## config.mk

```make
export PLATFORM = sky130hd
export DESIGN_NAME = btb_wr_ctrl
export DESIGN_NICKNAME = d
export VERILOG_FILES = /design/src/rtl/btb_pkg.sv /design/src/rtl/btb_upd_fifo.sv /design/src/rtl/btb_wr_ctrl.sv
export SDC_FILE = /design/constraint.sdc
export NUM_CORES = 1
export LEC_CHECK = 0
export BUFFER_PORTS_ARGS = -buffer_cell sky130_fd_sc_hd__buf_2
export CAP_MARGIN = 20
export CELL_PAD_IN_SITES_DETAIL_PLACEMENT = 0
export CELL_PAD_IN_SITES_GLOBAL_PLACEMENT = 1
export CORE_ASPECT_RATIO = 0.9
export CORE_MARGIN = 4
export CORE_UTILIZATION = 41
export CTS_CLUSTER_SIZE = 10
export DETAILED_ROUTE_END_ITERATION = 10
export GPL_TIMING_DRIVEN = 0
export MAX_ROUTING_LAYER = met4
export PLACE_DENSITY_LB_ADDON = 0.1
export SLEW_MARGIN = 10
export SYNTH_ARGS = -nofsm -noshare
export SYNTH_HDL_FRONTEND = slang
export SYNTH_SLANG_ARGS = --single-unit
```

## constraint.sdc

```tcl
create_clock -name clk -period 4.8 [get_ports clk]
set_clock_uncertainty 0.15 [all_clocks]
set_input_delay 0.96 -clock clk [delete_from_list [all_inputs] [get_ports clk]]
set_output_delay 0.96 -clock clk [all_outputs]
set_load 0.1 [all_outputs]
```

## src/rtl/btb_pkg.sv

```systemverilog
// btb_pkg: shared widths, FSM state encoding, pending-entry type and a small
// saturating-increment helper for the BTB write-port controller.
package btb_pkg;

    localparam int IDX_W  = 10;
    localparam int DATA_W = 34;

    // Controller mode: zero sweep after reset, normal update traffic, zero sweep after flush.
    typedef enum logic [1:0] {
        INIT  = 2'd0,
        RUN   = 2'd1,
        FLUSH = 2'd2
    } btb_state_e;

    // One queued BTB update that has not yet been written to the RAM.
    typedef struct packed {
        logic              valid;
        logic [IDX_W-1:0]  idx;
        logic [DATA_W-1:0] data;
    } pend_entry_t;

    // Event counter step that sticks at all-ones instead of wrapping.
    function automatic logic [31:0] sat_inc32(input logic [31:0] v);
        return (v == 32'hFFFF_FFFF) ? v : v + 32'd1;
    endfunction

endpackage

```

## src/rtl/btb_upd_fifo.sv

```systemverilog
// btb_upd_fifo: in-order queue of pending BTB updates. An update whose index is
// already queued overwrites that entry's data in place instead of pushing, so
// every queued index is unique and the lookup port returns at most one match.
module btb_upd_fifo #(
    parameter int IDX_W  = btb_pkg::IDX_W,
    parameter int DATA_W = btb_pkg::DATA_W,
    parameter int DEPTH  = 4
) (
    input  logic              clk,
    input  logic              rst,
    input  logic              clear_i,
    input  logic              push_i,
    input  logic [IDX_W-1:0]  push_idx_i,
    input  logic [DATA_W-1:0] push_data_i,
    input  logic              pop_i,
    input  logic [IDX_W-1:0]  lk_idx_i,
    output logic              empty_o,
    output logic [IDX_W-1:0]  head_idx_o,
    output logic [DATA_W-1:0] head_data_o,
    output logic              drop_o,
    output logic              lk_hit_o,
    output logic [DATA_W-1:0] lk_data_o
);

    localparam int PTR_W = (DEPTH > 1) ? $clog2(DEPTH) : 1;

    logic [DEPTH-1:0]  valid_q;
    logic [IDX_W-1:0]  idx_q  [DEPTH];
    logic [DATA_W-1:0] data_q [DEPTH];
    logic [PTR_W-1:0]  head_q;
    logic [PTR_W-1:0]  tail_q;

    logic [DEPTH-1:0]  co_match;
    logic              co_hit;
    logic              full;
    logic              do_push;

    // CAM compare of the incoming update and of the read index against every live entry.
    always_comb begin
        co_match  = '0;
        lk_hit_o  = 1'b0;
        lk_data_o = '0;
        for (int i = 0; i < DEPTH; i++) begin
            co_match[i] = valid_q[i] && (idx_q[i] == push_idx_i);
            if (valid_q[i] && (idx_q[i] == lk_idx_i)) begin
                lk_hit_o  = 1'b1;
                lk_data_o = data_q[i];
            end
        end
    end

    assign co_hit     = |co_match;
    // Occupancy is contiguous from head, so a live tail slot means every slot is live.
    assign full       = valid_q[tail_q];
    assign empty_o    = ~valid_q[head_q];
    assign head_idx_o = idx_q[head_q];
    // A same-cycle coalesce into the head must reach the RAM, not the stale value.
    assign head_data_o = (push_i && co_match[head_q]) ? push_data_i : data_q[head_q];
    // When full, a simultaneous pop frees the head slot, which is exactly the tail slot.
    assign do_push    = push_i && !co_hit && (!full || pop_i);
    assign drop_o     = push_i && !co_hit && full && !pop_i;

    // Occupancy bits and ring pointers; flush empties the queue like reset.
    always_ff @(posedge clk) begin
        if (rst || clear_i) begin
            valid_q <= '0;
            head_q  <= '0;
            tail_q  <= '0;
        end else begin
            if (pop_i) begin
                valid_q[head_q] <= 1'b0;
                head_q          <= head_q + 1'b1;
            end
            if (do_push) begin
                valid_q[tail_q] <= 1'b1;
                tail_q          <= tail_q + 1'b1;
            end
        end
    end

    // Entry payload: in-place coalesce or fresh push; payload is qualified by valid_q.
    always_ff @(posedge clk) begin
        for (int i = 0; i < DEPTH; i++) begin
            if (push_i && co_match[i]) begin
                data_q[i] <= push_data_i;
            end
        end
        if (do_push) begin
            idx_q[tail_q]  <= push_idx_i;
            data_q[tail_q] <= push_data_i;
        end
    end

endmodule

```

## src/rtl/btb_wr_ctrl.sv

```systemverilog
// btb_wr_ctrl: write-port controller for the branch target buffer RAM.
// Zero-sweeps the RAM after reset and on flush, commits each EX branch update
// once, defers writes that collide with the same-cycle read index, and
// forwards not-yet-written entries to the predictor read path.
// Optional build macro: BTB_WR_STATS_EN adds saturating event counters
// (stat_upd_o, stat_drop_o, stat_defer_o).
module btb_wr_ctrl #(
    parameter int IDX_W      = btb_pkg::IDX_W,
    parameter int DATA_W     = btb_pkg::DATA_W,
    parameter int FIFO_DEPTH = 4
) (
    input  logic              clk,
    input  logic              rst,
    input  logic [5:0]        stall,
    input  logic              ex_upd_valid_i,
    input  logic [31:0]       ex_upd_pc_i,
    input  logic [DATA_W-1:0] ex_upd_data_i,
    input  logic              flush_req_i,
    input  logic [31:0]       rd_pc_i,
    output logic              btb_we_o,
    output logic [IDX_W-1:0]  btb_waddr_o,
    output logic [DATA_W-1:0] btb_wdata_o,
    output logic              rd_fwd_hit_o,
    output logic [DATA_W-1:0] rd_fwd_data_o,
    output logic              init_busy_o,
    output logic              upd_drop_o
`ifdef BTB_WR_STATS_EN
    ,
    output logic [31:0]       stat_upd_o,
    output logic [31:0]       stat_drop_o,
    output logic [31:0]       stat_defer_o
`endif
);

    import btb_pkg::*;

    btb_state_e        state_q;
    logic [IDX_W-1:0]  ptr_q;

    logic              we_q;
    logic [IDX_W-1:0]  waddr_q;
    logic [DATA_W-1:0] wdata_q;
    logic              fwd_hit_q;
    logic [DATA_W-1:0] fwd_data_q;
    logic              busy_q;
    logic              drop_q;

    logic [IDX_W-1:0]  rd_idx;
    logic [IDX_W-1:0]  upd_idx;
    logic              in_run;
    logic              upd_arrive;
    logic              accept;
    logic              flush_go;
    logic              issue;
    logic              defer;
    logic              drop_d;

    logic              fifo_empty;
    logic [IDX_W-1:0]  fifo_head_idx;
    logic [DATA_W-1:0] fifo_head_data;
    logic              fifo_drop;
    logic              fifo_lk_hit;
    logic [DATA_W-1:0] fifo_lk_data;

    assign rd_idx     = rd_pc_i[IDX_W+1:2];
    assign upd_idx    = ex_upd_pc_i[IDX_W+1:2];
    assign in_run     = (state_q == RUN);
    // Only an unstalled EX cycle presents a branch; stalled repeats are ignored.
    assign upd_arrive = ex_upd_valid_i && !stall[3];
    assign accept     = in_run && upd_arrive;
    assign flush_go   = in_run && flush_req_i;
    // The head is held back while the RAM port reads the same index this cycle.
    assign defer      = in_run && !flush_go && !fifo_empty && (fifo_head_idx == rd_idx);
    assign issue      = in_run && !flush_go && !fifo_empty && (fifo_head_idx != rd_idx);
    assign drop_d     = (upd_arrive && !in_run) || fifo_drop;

    btb_upd_fifo #(
        .IDX_W  (IDX_W),
        .DATA_W (DATA_W),
        .DEPTH  (FIFO_DEPTH)
    ) u_fifo (
        .clk         (clk),
        .rst         (rst),
        .clear_i     (flush_go),
        .push_i      (accept),
        .push_idx_i  (upd_idx),
        .push_data_i (ex_upd_data_i),
        .pop_i       (issue),
        .lk_idx_i    (rd_idx),
        .empty_o     (fifo_empty),
        .head_idx_o  (fifo_head_idx),
        .head_data_o (fifo_head_data),
        .drop_o      (fifo_drop),
        .lk_hit_o    (fifo_lk_hit),
        .lk_data_o   (fifo_lk_data)
    );

    // Mode FSM: sweep pointer walks every index once per INIT/FLUSH, then RUN.
    always_ff @(posedge clk) begin
        if (rst) begin
            state_q <= INIT;
            ptr_q   <= '0;
        end else begin
            case (state_q)
                INIT, FLUSH: begin
                    ptr_q <= ptr_q + 1'b1;
                    if (ptr_q == '1) begin
                        state_q <= RUN;
                    end
                end
                RUN: begin
                    if (flush_req_i) begin
                        state_q <= FLUSH;
                        ptr_q   <= '0;
                    end
                end
                default: begin
                    state_q <= INIT;
                    ptr_q   <= '0;
                end
            endcase
        end
    end

    // Registered RAM write port, forwarding result and status flags.
    always_ff @(posedge clk) begin
        if (rst) begin
            we_q       <= 1'b0;
            waddr_q    <= '0;
            wdata_q    <= '0;
            fwd_hit_q  <= 1'b0;
            fwd_data_q <= '0;
            busy_q     <= 1'b1;
            drop_q     <= 1'b0;
        end else begin
            busy_q <= !in_run;
            drop_q <= drop_d;
            if (!in_run) begin
                we_q       <= 1'b1;
                waddr_q    <= ptr_q;
                wdata_q    <= '0;
                fwd_hit_q  <= 1'b1;
                fwd_data_q <= '0;
            end else begin
                we_q <= issue;
                if (issue) begin
                    waddr_q <= fifo_head_idx;
                    wdata_q <= fifo_head_data;
                end
                // Queued data is newer than the write currently on the port.
                if (fifo_lk_hit) begin
                    fwd_hit_q  <= 1'b1;
                    fwd_data_q <= fifo_lk_data;
                end else if (we_q && (waddr_q == rd_idx)) begin
                    fwd_hit_q  <= 1'b1;
                    fwd_data_q <= wdata_q;
                end else begin
                    fwd_hit_q  <= 1'b0;
                    fwd_data_q <= '0;
                end
            end
        end
    end

    assign btb_we_o      = we_q;
    assign btb_waddr_o   = waddr_q;
    assign btb_wdata_o   = wdata_q;
    assign rd_fwd_hit_o  = fwd_hit_q;
    assign rd_fwd_data_o = fwd_data_q;
    assign init_busy_o   = busy_q;
    assign upd_drop_o    = drop_q;

`ifdef BTB_WR_STATS_EN
    logic [31:0] stat_upd_q;
    logic [31:0] stat_drop_q;
    logic [31:0] stat_defer_q;

    // Saturating event counters; flush leaves them untouched, only reset clears them.
    always_ff @(posedge clk) begin
        if (rst) begin
            stat_upd_q   <= '0;
            stat_drop_q  <= '0;
            stat_defer_q <= '0;
        end else begin
            if (accept) begin
                stat_upd_q <= sat_inc32(stat_upd_q);
            end
            if (drop_d) begin
                stat_drop_q <= sat_inc32(stat_drop_q);
            end
            if (defer) begin
                stat_defer_q <= sat_inc32(stat_defer_q);
            end
        end
    end

    assign stat_upd_o   = stat_upd_q;
    assign stat_drop_o  = stat_drop_q;
    assign stat_defer_o = stat_defer_q;
`else
    logic unused_defer;
    assign unused_defer = defer;
`endif

endmodule
```

==> results.py, run 1 <==
metrics = {
    "detailed_routing": {
        "via_count": 9564,
        "firstDrtPassIters": 5,
        "vias_per_cell": 5.53,
        "drc": 0,
        "wl_per_cell_um": 22.9,
        "ant_nets": 0,
        "drt_iter0_drc": 780,
        "routed_wl_um": 39600,
    },
    "global_route": {
        "grt_pass1_vias": 9339,
        "grtUsageTotal": 0.231,
        "grt_pass1_wl_um": 59000,
        "antenna_found_initial": 2,
        "grt_start_max_net_pins": 35,
        "grt_overflow": 0,
    },
    "final_layout": {
        "drive_gt1_frac": 0.199,
        "area_growth_pct": 18.7,
        "final_cell_mix": "176 x edfxtp_1, 150 x buf_2, 124 x nand2_1",
        "fin_nets": 1411,
        "final_common_cell": "edfxtp_1",
    },
    "place": {
        "io_buffers": 129,
        "dp_hpwl_um": 27200,
        "routabilityCongestion": 0.909,
    },
    "clock_tree": {
        "clkTransAtPathRegs_ns": 0.05,
        "cts-resized-gates": 0,
        "cts_setup_buffers": 0,
        "cts.sinks": 280,
        "clock_latency_ns": 0.52,
        "cts_tree": "done",
        "ctsHtreeMaxLevel": 2,
        "clockBufferDepth": 3,
        "cts_hold_buffers": 0,
        "cts.root.buffer_cell": "clkbuf_16",
        "cts_inserted_buffers": 35,
    },
    "floorplan": {
        "row_count": 61,
        "start_util": 0.419,
        "coreArea_mm2": 0.0311,
        "dieArea_mm2": 0.0348,
        "die-width_um": 196,
        "die_h_um": 177,
        "ios": 190,
    },
    "power": {
        "cellLeakagePower_uw": 0.00538,
        "p_per_area_mw_per_mm2": 338,
        "ir_worst_vdd_uv": 250,
    },
    "synthesis": {
        "ys_seq_area_frac": 0.564,
        "syn_inst": 1122,
        "synth.avg_cell_area_um2": 11.6,
        "synth_warnings": 0,
        "ys_types": 41,
        "synth-seq-cells": 280,
        "syn_nets": 1239,
        "synth_area_mm2": 0.0131,
    },
    "timing": {
        "period_minus_slack_ns": 3.89,
        "finalHoldViolCount": 0,
        "fmax_ghz": 0.257,
        "tightest_slew_ns": 1.10,
        "rsz0062_at_grt": "false",
        "timing.final.crit_share": 0.810,
        "setup_viol_count_final": 0,
        "tns_ns": 0,
        "maxSlewViolCount": 0,
        "relSlewSlack": 0.261,
        "hold_slack_ns": 0.341,
    },
    "run": {
        "max-cap-violations": 0,
    },
    "worst_setup_path": {
        "crit_path_start_kind": "input port",
        "setup.worst_path.class": "input port to flip-flop",
        "cp.required_ns": 5.05,
        "cp-end-kind": "flip-flop",
        "worstPathMaxFanout": 10,
        "arrival_ns": 4.14,
    },
    "hold_path": {
        "hold_path_class": "flip-flop to flip-flop",
    },
    "run_status": {
        "status": "finished clean",
    },
}
critical path: stages:
cell,delay (ns)
buf_2,0.19
xnor2_1,0.28
nand4_1,0.18
nor3_1,0.90
buf_2,0.44
buf_1,0.51
nand2_1,0.11
a21oi_1,0.14
o21ai_0,0.10
a21oi_1,0.31
cells in the mapped netlist, drive strengths merged:
| master | number | area share |
|---|---|---|
| dfxtp | 104 | 0.16 |
| a32o | 1 | 0.00077 |
| a22oi | 15 | 0.0094 |
| ha | 9 | 0.0086 |
| nor3 | 8 | 0.0038 |
| o211ai | 2 | 0.0011 |
| nor2 | 36 | 0.011 |
| buf | 35 | 0.015 |
| clkbuf | 54 | 0.016 |
| and3 | 1 | 0.00048 |
| nor4 | 2 | 0.00096 |
| a21oi | 123 | 0.047 |
| and2 | 39 | 0.019 |
| nand4 | 20 | 0.0096 |
| mux4 | 46 | 0.080 |
| a21o | 34 | 0.020 |
| xnor2 | 105 | 0.070 |
| nand3b | 2 | 0.0011 |
| o21ai | 72 | 0.028 |
| a31oi | 2 | 0.00096 |
| inv | 6 | 0.0017 |
| nand2b | 2 | 0.00096 |
| nor2b | 5 | 0.0026 |
| o221ai | 1 | 0.00067 |
| o31a | 1 | 0.00067 |
| mux2i | 36 | 0.028 |
| clkinv | 1 | 0.00029 |
| or3 | 5 | 0.0024 |
| nand3 | 51 | 0.020 |
| edfxtp | 176 | 0.40 |
| xor2 | 3 | 0.0020 |
| nand2 | 125 | 0.036 |
through the flow:
stage / total power (uW) / area, um2 / instances / utilization / setup slack [ns]
detailed placement: 2770 / 14400 / 1666 / 0.462 / 0.468
global placement: 2770 / 14200 / 1660 / 0.456 / -1.15
floorplan: 2710 / 13100 / 1122 / - / 0.857
global route: 5410 / 15500 / 1731 / 0.497 / 0.795
finish: 5230 / 15500 / 1731 / 0.497 / 0.910
CTS: 5290 / 15500 / 1729 / 0.497 / 0.998
kinds of logic after synthesis:
kind of cell / synth area share
simple gates: 0.107
flops: 0.564
compound gates: 0.108
xor+xnor: 0.0725
buf+inv: 0.0325
mux: 0.107
fa+ha+maj: 0.00863
worst paths after layout:
path / from / end / slack [ns] / cells after the start
worst max register to register: flip-flop / u_fifo.data_q[3][29] / 1.06 / 12
worst min-delay path: btb_waddr_o[4] / btb_waddr_o[4] / 0.34 / 2
worst max-delay path: rd_pc_i[10] / rd_fwd_data_o[25] / 0.91 / 10
worst min register to register: btb_waddr_o[4] / btb_waddr_o[4] / 0.34 / 2
flip-flops by register name, summed over array words and instances (netlist names), 2 cells and up, named ones only:
register,flops
u_fifo.data_q,136
state_q,2
u_fifo.head_q,2
rd_fwd_data_o,34
ptr_q,10
u_fifo.valid_q,4
btb_wdata_o,34
btb_waddr_o,10
u_fifo.tail_q,2
u_fifo.idx_q,40
per-layer routing:
metal  GRT usage  vias up  share of wire
met4      0.0564        0          0.020
met2       0.335      366           0.44
met3      0.0354       63          0.071
met5           -        -              0
met1       0.344     4715           0.47
li1            -     4420              -
where the power goes:
group	total, uW	internal [uW]	switching, uW
clock	2510	1530	985
combinational	159	56.4	102
sequential	2560	2560	4.97
layout make-up:
| type | count | area (um2) |
|---|---|---|
| fill | 2828 | 15700 |
| buffer | 89 | 398 |
| clock buffer | 60 | 1040 |
| multi-input combinational | 746 | 5300 |
| timing repair buffer | 135 | 783 |
| tap | 409 | 512 |
| inverter | 7 | 26.3 |
| sequential | 280 | 7370 |
| clock inverter | 3 | 55.1 |
| antenna | 2 | 5.00 |
Power figures use the tool's default switching activity.
==> run 2: changes to the inputs <==
clock period = 3.45 ns   (was 4.8 ns; I/O delays follow)
==> run 2 against run 1 <==
Effect of this change: register-to-register slack worse by 0.92 ns; first-iteration DRC count increased by 7.7%; power rose by 34%; wire length increased by 0.69%; flip-flop and latch count did not move; critical endpoint is now u_fifo.data_q[1][1].
==> results.py, run 2 (synthesized netlist as in run 1, its figures left out) <==
metrics = {
    "timing": {
        "hold_slack_ns": 0.250,
        "relSlewSlack": 0.316,
        "rsz0062_at_grt": "false",
        "setup_viol_count_final": 0,
        "period_minus_slack_ns": 3.31,
        "tightest_slew_ns": 1.03,
        "timing.final.crit_share": 0.960,
        "tns_ns": 0,
        "fmax_ghz": 0.302,
        "finalHoldViolCount": 0,
        "maxSlewViolCount": 0,
    },
    "clock_tree": {
        "cts_tree": "done",
        "cts.sinks": 280,
        "ctsHtreeMaxLevel": 2,
        "clockBufferDepth": 3,
        "clkTransAtPathRegs_ns": 0.06,
        "clock_latency_ns": 0.52,
        "cts_inserted_buffers": 34,
        "cts.root.buffer_cell": "clkbuf_16",
    },
    "detailed_routing": {
        "routed_wl_um": 39900,
        "ant_nets": 0,
        "wl_per_cell_um": 23.0,
        "firstDrtPassIters": 5,
        "drt_iter0_drc": 840,
        "via_count": 9524,
        "drc": 0,
        "vias_per_cell": 5.50,
    },
    "floorplan": {
        "start_util": 0.419,
        "ios": 190,
        "die_h_um": 177,
        "die-width_um": 196,
        "coreArea_mm2": 0.0311,
        "dieArea_mm2": 0.0348,
        "row_count": 61,
    },
    "place": {
        "io_buffers": 129,
        "routabilityCongestion": 0.884,
        "placed_cell_area_mm2": 0.0144,
        "dp_cells": 1666,
        "dp_hpwl_um": 27300,
    },
    "global_route": {
        "antenna_found_initial": 0,
        "grt_overflow": 0,
        "grtUsageTotal": 0.231,
        "grt_pass1_wl_um": 59400,
        "grt_start_max_net_pins": 22,
        "grt_pass1_vias": 9432,
    },
    "worst_setup_path": {
        "cpPeakStageDelay_ns": 0.60,
        "arrival_ns": 3.37,
        "cp_common_cell": "buf_6",
        "setup.worst_path.class": "flip-flop to flip-flop",
        "crit_slowest_cell": "mux4_2",
        "crit_path_start_kind": "flip-flop",
        "cp.required_ns": 3.51,
        "worstPathMaxFanout": 14,
        "worstPathCellList": "buf_6, buf_6, mux4_2, xnor2_1, nand4_1, o31a_1, nor2_2, nor2b_4, buf_6, nand3_1, o21ai_4, buf_16, buf_16",
        "cp-end-kind": "flip-flop",
    },
    "final_layout": {
        "fin_cells": 1732,
        "final_cell_mix": "176 x edfxtp_1, 149 x buf_2, 124 x nand2_1",
        "final_area_mm2": 0.0155,
        "reg_top3": "u_fifo.data_q (136), u_fifo.idx_q (40)",
        "diodes": 0,
        "largest_reg_flops": 136,
        "drive_gt1_frac": 0.203,
        "top_register": "u_fifo.data_q",
        "area_growth_pct": 18.5,
        "fin_nets": 1415,
        "final_common_cell": "edfxtp_1",
    },
    "run": {
        "max-cap-violations": 0,
    },
    "power": {
        "p_per_area_mw_per_mm2": 455,
        "cellLeakagePower_uw": 0.00537,
        "ir_worst_vdd_uv": 265,
    },
    "run_status": {
        "status": "finished clean",
    },
    "hold_path": {
        "hold_path_class": "input port to flip-flop",
    },
}
[run 2: cell types whose count changed in the layout (fill, tap and decap cells not counted), sizes merged]
cell,delta
diode,-2
bufinv,-1
buf,+4
inv,+1
clkbuf,-1
[run 2: through the flow]
| step | setup slack, ns | power, uW | util |
|---|---|---|---|
| floorplan | 0.118 | 3760 | - |
| finish | 0.138 | 7030 | 0.497 |
| global route | 0.00943 | 7260 | 0.497 |
| global placement | -1.23 | 3860 | 0.457 |
| CTS | 0.0128 | 7100 | 0.495 |
| detailed placement | -0.516 | 3860 | 0.462 |
[run 2: routing by layer]
layer  track usage  vias up  routed length (um)
met5             -        -                   0
met4        0.0489        0                 716
met3        0.0364       48                2550
met2         0.338      333               17400
met1         0.343     4713               19200
li1              -     4430                   -
[run 2: critical path, delay by kind of cell, from the launching register on]
| kind | cells | cell delay (ns) |
|---|---|---|
| compound gates | 2 | 0.36 |
| xor+xnor | 1 | 0.16 |
| buf+inv | 5 | 0.91 |
| flops | 1 | 0.32 |
| mux | 1 | 0.60 |
| simple gates | 4 | 0.49 |
[run 2: path summary, 6_finish.rpt]
check        depth (start not counted)  slack (ns)                   end         startpoint
max                                 13        0.14   u_fifo.data_q[1][1]          flip-flop
min                                  1        0.25  u_fifo.data_q[0][16]  ex_upd_data_i[16]
max reg2reg                         13        0.14   u_fifo.data_q[1][1]          flip-flop
min reg2reg                          2        0.34        btb_waddr_o[3]     btb_waddr_o[3]
[run 2: layout make-up]
type	count	area (um2)
Buffer	89	402
Timing Repair Buffer	140	838
Tap cell	409	512
Sequential cell	280	7370
Multi-Input combinational cell	746	5330
Clock buffer	58	961
Inverter	7	26.3
Clock inverter	3	33.8
Fill cell	2837	15700
[run 2: where the power goes]
group,total (uW),switching (uW),internal [uW]
logic,223,144,78.6
registers,3570,7.44,3560
clock network,3240,1350,1900
[run 2: repair_timing]
item	CTS	global route
endpoints found under the setup margin	183	70
buffers inserted	3	2
resized for setup	5	6
hold buffers	0	0
pin swaps	2	1
